==> src/rtl/mul_limb_seq_if.sv <==
// Handshake bundle for mul_limb_seq: operand request channel, product response channel and busy flag.
// The slave modport is the multiplier; the master modport is whoever feeds operands and takes products.
interface mul_limb_seq_if #(
  parameter int LIMB_W = 16,
  parameter int NLIMB  = 2
);
  logic                       in_valid;
  logic                       in_ready;
  logic [NLIMB*LIMB_W-1:0]    a;
  logic [NLIMB*LIMB_W-1:0]    b;
  logic                       out_valid;
  logic                       out_ready;
  logic [2*NLIMB*LIMB_W-1:0]  y;
  logic                       busy;

  modport master (
    output in_valid, a, b, out_ready,
    input  in_ready, out_valid, y, busy
  );

  modport slave (
    input  in_valid, a, b, out_ready,
    output in_ready, out_valid, y, busy
  );
endinterface

==> src/rtl/mul_limb_seq.sv <==
// Sequential schoolbook multiplier: one LIMB_W x LIMB_W partial product per clock,
// accumulated into a full-width product register that drives y directly.
module mul_limb_seq #(
  parameter int LIMB_W = 16,
  parameter int NLIMB  = 2
) (
  input  logic          clk,
  input  logic          rst_n,
  mul_limb_seq_if.slave bus
);
  localparam int OP_W  = NLIMB * LIMB_W;
  localparam int ACC_W = 2 * OP_W;
  localparam int PP_W  = 2 * LIMB_W;
  localparam int IDX_W = (NLIMB > 1) ? $clog2(NLIMB) : 1;

  localparam logic [1:0] ST_IDLE = 2'd0;
  localparam logic [1:0] ST_MUL  = 2'd1;
  localparam logic [1:0] ST_DONE = 2'd2;

  localparam logic [IDX_W-1:0] LAST_IDX = IDX_W'(NLIMB - 1);

  logic [1:0]       state_q, state_d;
  logic [IDX_W-1:0] i_q, i_d;
  logic [IDX_W-1:0] j_q, j_d;
  logic [OP_W-1:0]  a_q, a_d;
  logic [OP_W-1:0]  b_q, b_d;
  logic [ACC_W-1:0] acc_q, acc_d;

  logic [31:0]       a_sh, b_sh, pp_sh;
  logic [LIMB_W-1:0] a_limb, b_limb;
  logic [PP_W-1:0]   pp;
  logic [ACC_W-1:0]  pp_shifted;

  // Limb selection by shifting keeps NLIMB=1 legal without zero-width index logic.
  always_comb begin
    a_sh       = 32'(i_q) * 32'(LIMB_W);
    b_sh       = 32'(j_q) * 32'(LIMB_W);
    pp_sh      = (32'(i_q) + 32'(j_q)) * 32'(LIMB_W);
    a_limb     = LIMB_W'(a_q >> a_sh);
    b_limb     = LIMB_W'(b_q >> b_sh);
    pp         = PP_W'(a_limb) * PP_W'(b_limb);
    pp_shifted = ACC_W'(pp) << pp_sh;
  end

  always_comb begin
    state_d = state_q;
    i_d     = i_q;
    j_d     = j_q;
    a_d     = a_q;
    b_d     = b_q;
    acc_d   = acc_q;
    case (state_q)
      ST_IDLE: begin
        if (bus.in_valid) begin
          a_d     = bus.a;
          b_d     = bus.b;
          acc_d   = '0;
          i_d     = '0;
          j_d     = '0;
          state_d = ST_MUL;
        end
      end
      ST_MUL: begin
        acc_d = acc_q + pp_shifted;
        if (j_q == LAST_IDX) begin
          j_d = '0;
          if (i_q == LAST_IDX) begin
            i_d     = '0;
            state_d = ST_DONE;
          end else begin
            i_d = i_q + IDX_W'(1);
          end
        end else begin
          j_d = j_q + IDX_W'(1);
        end
      end
      ST_DONE: begin
        if (bus.out_ready) begin
          state_d = ST_IDLE;
        end
      end
      default: state_d = ST_IDLE;
    endcase
  end

  always_ff @(posedge clk or negedge rst_n) begin
    if (!rst_n) begin
      state_q <= ST_IDLE;
      i_q     <= '0;
      j_q     <= '0;
      a_q     <= '0;
      b_q     <= '0;
      acc_q   <= '0;
    end else begin
      state_q <= state_d;
      i_q     <= i_d;
      j_q     <= j_d;
      a_q     <= a_d;
      b_q     <= b_d;
      acc_q   <= acc_d;
    end
  end

  assign bus.in_ready  = (state_q == ST_IDLE);
  assign bus.out_valid = (state_q == ST_DONE);
  assign bus.busy      = (state_q != ST_IDLE);
  assign bus.y         = acc_q;
endmodule

==> src/flat_wrapper.sv <==
// flat-port wrapper written by rule: the top's interface ports become plain ports
module mul_limb_seq_flat 
#(
  parameter int LIMB_W = 16,
  parameter int NLIMB  = 2
)
  (clk, rst_n, bus_in_valid, bus_a, bus_b, bus_out_ready, bus_in_ready, bus_out_valid, bus_y, bus_busy);
  mul_limb_seq_if #(.LIMB_W(LIMB_W), .NLIMB(NLIMB)) bus_i ();
  input  logic clk;
  input  logic rst_n;
  input wire logic [$bits(bus_i.in_valid)-1:0] bus_in_valid;
  input wire logic [$bits(bus_i.a)-1:0] bus_a;
  input wire logic [$bits(bus_i.b)-1:0] bus_b;
  input wire logic [$bits(bus_i.out_ready)-1:0] bus_out_ready;
  output wire logic [$bits(bus_i.in_ready)-1:0] bus_in_ready;
  output wire logic [$bits(bus_i.out_valid)-1:0] bus_out_valid;
  output wire logic [$bits(bus_i.y)-1:0] bus_y;
  output wire logic [$bits(bus_i.busy)-1:0] bus_busy;
  assign bus_i.in_valid = bus_in_valid;
  assign bus_i.a = bus_a;
  assign bus_i.b = bus_b;
  assign bus_i.out_ready = bus_out_ready;
  assign bus_in_ready = bus_i.in_ready;
  assign bus_out_valid = bus_i.out_valid;
  assign bus_y = bus_i.y;
  assign bus_busy = bus_i.busy;
  mul_limb_seq #(.LIMB_W(LIMB_W), .NLIMB(NLIMB)) u_core (.clk(clk), .rst_n(rst_n), .bus(bus_i));
endmodule
==> config.mk <==
export PLATFORM = sky130hd
export DESIGN_NAME = mul_limb_seq_flat
export DESIGN_NICKNAME = d
export VERILOG_FILES = /design/src/rtl/mul_limb_seq_if.sv /design/src/rtl/mul_limb_seq.sv /design/src/flat_wrapper.sv
export SDC_FILE = /design/constraint.sdc
export NUM_CORES = 1
export LEC_CHECK = 0
export CAP_MARGIN = 0
export CORE_ASPECT_RATIO = 0.8
export CORE_MARGIN = 3
export CORE_UTILIZATION = 56
export CTS_BUF_LIST = sky130_fd_sc_hd__clkbuf_16
export CTS_CLUSTER_SIZE = 16
export DETAILED_ROUTE_END_ITERATION = 10
export PLACE_DENSITY = 0.8
export SLEW_MARGIN = 20
export SYNTH_ARGS = -nofsm -noshare
export SYNTH_HDL_FRONTEND = slang
export SYNTH_SLANG_ARGS = --single-unit
==> constraint.sdc <==
create_clock -name clk -period 9.4 [get_ports clk]
set_input_delay 1.88 -clock clk [delete_from_list [all_inputs] [get_ports clk]]
set_output_delay 1.88 -clock clk [all_outputs]
set_load 0.02 [all_outputs]
## Word-level counts from Yosys, hierarchy flattened

Cells that the tools add are included.

| storage, ports and cells | value |
|---|---|
| output and inout bits | 67 |
| register bits | 132 |

| operators by class | value |
|---|---|
| add/subtract/negate cells | 4 |
| reduce and logical (&&, ||, !) cells | 7 |
| equality and inequality tests | 6 |
| shifts and indexed selects | 3 |
| multiply operators | 1 |
| muxes and demuxes | 13 |

Operator list:

| kind | number |
|---|---|
| 64-bit one-hot mux with 2 select lines | 1 |
| 64-bit adder | 1 |
| 64-bit two-way mux | 1 |
| 32-bit by 32-bit << shifter with 64-bit output | 1 |
| 32-bit by 5-bit >> shifter with 16-bit output | 2 |
| 16-bit by 16-bit multiplier with 32-bit output | 1 |
| 2-bit two-way mux | 4 |
| 2-bit one-hot mux with 3 select lines | 1 |
| 1-bit two-way mux | 4 |
| 2-bit by 1-bit inequality test with 1-bit output, second input constant | 2 |
| 2-bit inequality test, second input constant | 2 |
| 1-bit one-hot mux with 2 select lines | 2 |
| 2-bit AND reduction | 2 |
| 4-bit AND reduction | 1 |
| 2-bit nonzero test | 2 |
| 3-bit AND reduction | 1 |
| 1-bit adder, second input constant | 2 |
| 1-bit by 1-bit adder with 2-bit output | 1 |
| 2-bit by 1-bit == test with 1-bit output, second input constant | 1 |
| 2-bit == test, second input constant | 1 |
| 2-bit logical NOT | 1 |

## Logic depth before layout (Yosys ltp)

| depth | value |
|---|---|
| depth after elaboration | 5 |
| gate-level depth with buffers | 40 |
| mapped depth without buffers | 36 |

## Worst setup path before layout

OpenSTA, ideal clock, no wires.

| timing path | value |
|---|---|
| path kind | register to register |
| start point | register u_core.j_q |
| end point | register u_core.acc_q[60], in the netlist u_core.bus.y[60] |
| buffers on the path | 4 |
| library setup time | 0.122 ns |
| arrival | 9.223 ns |
| slack | 0.056 ns |
| stages on the path, launching flop included | 39 |
| cells stage by stage | dfrtp_1 > clkbuf_1 > buf_1 > mux2i_1 > clkbuf_1 > nor2_1 > fa_1 > inv_1 > fa_1 > inv_1 > fa_1 > fa_1 > fa_1 > inv_1 > fa_1 > inv_1 > ha_1 > and4_1 > (+3 left out) > o211ai_1 > a21boi_1 > o21ai_1 > a2111oi_0 > a31oi_1 > a21oi_1 > ha_1 > buf_6 > a21oi_1 > o21bai_1 > a21oi_1 > o21ai_0 > a221oi_4 > o41ai_4 > a21oi_4 > nor4_1 > or3_1 > a32o_1 |

| between the ends | value |
|---|---|
| cells in the longest elaborated chain, start to end | 5 |
| elaborated cells on any way between the ends | 6 |
| classes of those cells | 2 x add/sub; 1 x mul; 2 x shift; 1 x mux |

RTL lines:

| element | line | text |
|---|---|---|
| from (decl) | mul_limb_seq.sv:24 | `logic [IDX_W-1:0] j_q, j_d;` |
| from (signal assigned) | mul_limb_seq.sv:97 | `j_q <= j_d;` |
| 32-bit by 5-bit >> shifter with 16-bit output | mul_limb_seq.sv:40 | `b_limb = LIMB_W'(b_q >> b_sh);` |
| 16-bit by 16-bit multiplier with 32-bit output | mul_limb_seq.sv:41 | `pp = PP_W'(a_limb) * PP_W'(b_limb);` |
| 32-bit by 32-bit << shifter with 64-bit output (*) | mul_limb_seq.sv:42 | `pp_shifted = ACC_W'(pp) << pp_sh;` |
| 64-bit adder (*) | mul_limb_seq.sv:64 | `acc_d = acc_q + pp_shifted;` |
| 64-bit one-hot mux with 2 select lines (*) | mul_limb_seq.sv:52 | `case (state_q)` |
| to (signal assigned) | mul_limb_seq.sv:93 | `acc_q <= '0;` |
| to (signal assigned) | mul_limb_seq.sv:100 | `acc_q <= acc_d;` |
| to (decl) | mul_limb_seq.sv:27 | `logic [ACC_W-1:0] acc_q, acc_d;` |

Every way passes the cells marked *; elsewhere a longest branch is shown, timed or not.
A chain may end at the register's enable or synchronous reset.

## Final worst setup path

| timing path | value |
|---|---|
| start point | register u_core.i_q |
| end point | register u_core.acc_q[60], in the netlist u_core.bus.y[60] |

| between the ends | value |
|---|---|
| cells in the longest elaborated chain, start to end | 5 |
| elaborated cells on any way between the ends | 6 |
| classes of those cells | 2 x add/sub; 1 x mul; 2 x shift; 1 x mux |

RTL lines:

| element | line | text |
|---|---|---|
| from (decl) | mul_limb_seq.sv:23 | `logic [IDX_W-1:0] i_q, i_d;` |
| from (signal assigned) | mul_limb_seq.sv:96 | `i_q <= i_d;` |
| 32-bit by 5-bit >> shifter with 16-bit output | mul_limb_seq.sv:39 | `a_limb = LIMB_W'(a_q >> a_sh);` |
| 16-bit by 16-bit multiplier with 32-bit output | mul_limb_seq.sv:41 |  |
| 32-bit by 32-bit << shifter with 64-bit output (*) | mul_limb_seq.sv:42 |  |
| 64-bit adder (*) | mul_limb_seq.sv:64 |  |
| 64-bit one-hot mux with 2 select lines (*) | mul_limb_seq.sv:52 |  |

Marked as above.

==> flow_metrics.tcl <==
set metrics [dict create \
    hpwl_mm 46.2 \
    route.detailed.drc 0 \
    timing.fmax_mhz 109 \
    grt_overflow 0 \
    startpoint_type "register" \
    outcome "completed" \
    async_flop_share_pct 100 \
    slew_headroom_pct 36.3 \
    max_cap_violations 0 \
    end_kind "register" \
    worst_pin_slew_ns 0.955 \
    syn2layout_area_growth_pct 24.0 \
    synthesis.nets 2504 \
    postRouteAntennaNets 0 \
    setup_viol 0 \
    clockBufferDepth 2 \
    routabilityCongestion 0.968 \
    top_level_ports 135 \
    worstPathMaxFanout 7 \
    rsz0062_at_grt "true" \
    syn-cell-area_mm2 0.0183 \
    cts_sinks 132 \
    place_ws_ns -0.228 \
    grt_usage_pct 33.2 \
    drive_above_1_share_pct 19.6 \
    core_mm2 0.0318 \
    first_pass_iters 6 \
    hold_class "reg2reg" \
    timing.final.ws_setup_ns 0.245 \
    initial_utilization_pct 57.5 \
    crit_slowest_cell "fa_1" \
    grt_pass1_vias 16800 \
    synth_simple_gate_area_share_pct 14.3 \
    synth-main-ff-cell "dfrtp_1" \
    synth_most_common_cell "inv_1" \
    yosysUniqueCellTypes 82 \
    synth_top_area_share_pct 21.4 \
    ys_top_cells_by_count "inv_1, nand2_1, fa_1" \
    cts_tree "built" \
    fin_skew_ns 0.0176 \
    yosysWarnings 0 \
    num_vias 16700 \
    synth-edff-count 0 \
    synth_largest_area_cell "fa_1" \
    wl_mm 59.1 \
    synthTopCellsByArea "fa_1, dfrtp_1, ha_1" \
    crit_top_cell "fa_1" \
    utilization_pct 71.3 \
    synthAdderAreaFrac_pct 32.9 \
    die_h_um 168 \
    cp.buffers_inverters 7 \
    r2r_slack_ns 0.25 \
    synth_seq_cells 132 \
    grt_pass1_wl_mm 91.3 \
    arrival_ns 9.51 \
    n_fill_cell 2418 \
    synth.mux.area_fraction_pct 8.01 \
    ys_seq_area_share_pct 18.1 \
    antenna_found_initial 1 \
    cts-htree-levels 4 \
    syn_inst 2073 \
    wl_per_cell_um 21.1 \
    synth-xor-area-share_pct 3.79 \
    slew_violations 0 \
    max_stage_delay_ns 0.56 \
    clk_root_buffer_cell "clkbuf_16" \
    drtIter0Drc 1505 \
    fin_crit_sh_pct 97.4 \
    dieArea_mm2 0.0348 \
    period_minus_slack_ns 9.15 \
    path_class "reg2reg" \
    fin_nets 2803 \
    cp.required_ns 9.75 \
    viasPerCell 5.97 \
    postSynthAreaPerCell_um2 8.81 \
    grt_max_degree 68 \
    critPathTopFamily "adder cells" \
    path_clk_slew_ns 0.07 \
    ctsHoldBuffers 0 \
    rows 58 \
    cts_inserted_buffers 17 \
    synth_top_family_by_area "adder cells" \
    diodes 0 \
    clk_latency_ns 0.46 \
    hold_violations 0 \
    port_buffers 134 \
    synth_compound_area_share_pct 15.1 \
    die_w_um 208 \
]
## final cells by class
| cell class | instances | area, um^2 | share of cell area, % |
|---|---|---|---|
| timing repair buffer | 365 | 3200 | 14.1 |
| clock buffer | 17 | 425 | 1.88 |
| inverter | 264 | 991 | 4.37 |
| multi-input combinational | 1592 | 14100 | 62.0 |
| clock inverter | 15 | 156 | 0.690 |
| sequential | 132 | 3310 | 14.6 |
| tap | 420 | 526 | 2.32 |
## sequential cells by signal, indices dropped and copies added, names as in the netlist
register        flops
u_core.a_q         32
u_core.b_q         32
u_core.bus.y       64
u_core.i_q          1
u_core.j_q          1
u_core.state_q      2
## worst paths after layout
check / start / end / cells past startpoint
min reg2reg: u_core.b_q[9]$_DFFE_PN0P_ / u_core.b_q[9]$_DFFE_PN0P_ / 1
min in group asynchronous: rst_n / u_core.a_q[5]$_DFFE_PN0P_ / 1
max: u_core.i_q$_DFFE_PN0P_ / u_core.bus.y[60]$_DFFE_PN0P_ / 35
max reg2reg: u_core.i_q$_DFFE_PN0P_ / u_core.bus.y[60]$_DFFE_PN0P_ / 35
max in group asynchronous: rst_n / u_core.bus.y[15]$_DFFE_PN0P_ / 2
min: u_core.b_q[9]$_DFFE_PN0P_ / u_core.b_q[9]$_DFFE_PN0P_ / 1
## placed cells by master, fill, tap and decap left out, types with 8 or more instances in the layout
cell type	count
xor2_1	34
buf_4	218
o21ai_0	81
and2_1	21
a211oi_1	8
nand2_1	260
nor2_1	188
a21oi_1	78
a21oi_2	10
nand2b_1	15
o21ai_1	22
dfrtp_1	130
xnor2_1	45
ha_1	156
a21o_1	49
mux2i_1	32
and3_1	11
inv_1	263
o21bai_1	15
mux2_4	15
clkdlybuf4s50_1	133
a22o_1	13
nand3_1	17
nor3_1	17
clkbuf_16	20
ha_4	8
a31oi_1	9
mux2_2	82
fa_1	190
nand4_1	23
o21a_1	16
o22ai_1	22
## timing repair
item,in CTS,in global routing
endpoints found under the setup margin,8,32
resized for setup,8,109
gates cloned,0,4
pin swaps,0,39
setup buffers,0,19
## routing by layer
layer  global-route usage, %  vias to the layer above  share of wire (%)
met4                    7.97                        2                1.8
met5                       0                        -              0.020
met2                    48.8                      793                 43
li1                        -                     7581                  -
met1                    48.7                     8269                 44
met3                    9.37                      101                 11
## stage by stage
step           cell area [um^2]  hold slack [ns]  instances  TNS [ns]
6_report                  22700            0.518       2805         0
4_1_cts                   21900            0.515       2783         0
3_5_place_dp              21300            0.499       2751    -0.715
3_3_place_gp              21300            0.492       2751    -0.112
2_1_floorplan             18300            0.475       2073         0
5_1_grt                   22700            0.531       2805   -0.0807
## kinds of logic after synthesis
| kind of cell | count (synthesis) |
|---|---|
| AND/OR/NAND/NOR | 601 |
| XOR/XNOR | 79 |
| AO/OA/AOI/OAI | 415 |
| multiplexers | 134 |
| buffers and inverters | 349 |
| flip-flops | 132 |
| adder cells (fa/ha/maj) | 363 |
Power is left out: the tool's default activity adds up to more than one toggle a clock period on the data nets, which glitch-free logic cannot reach.
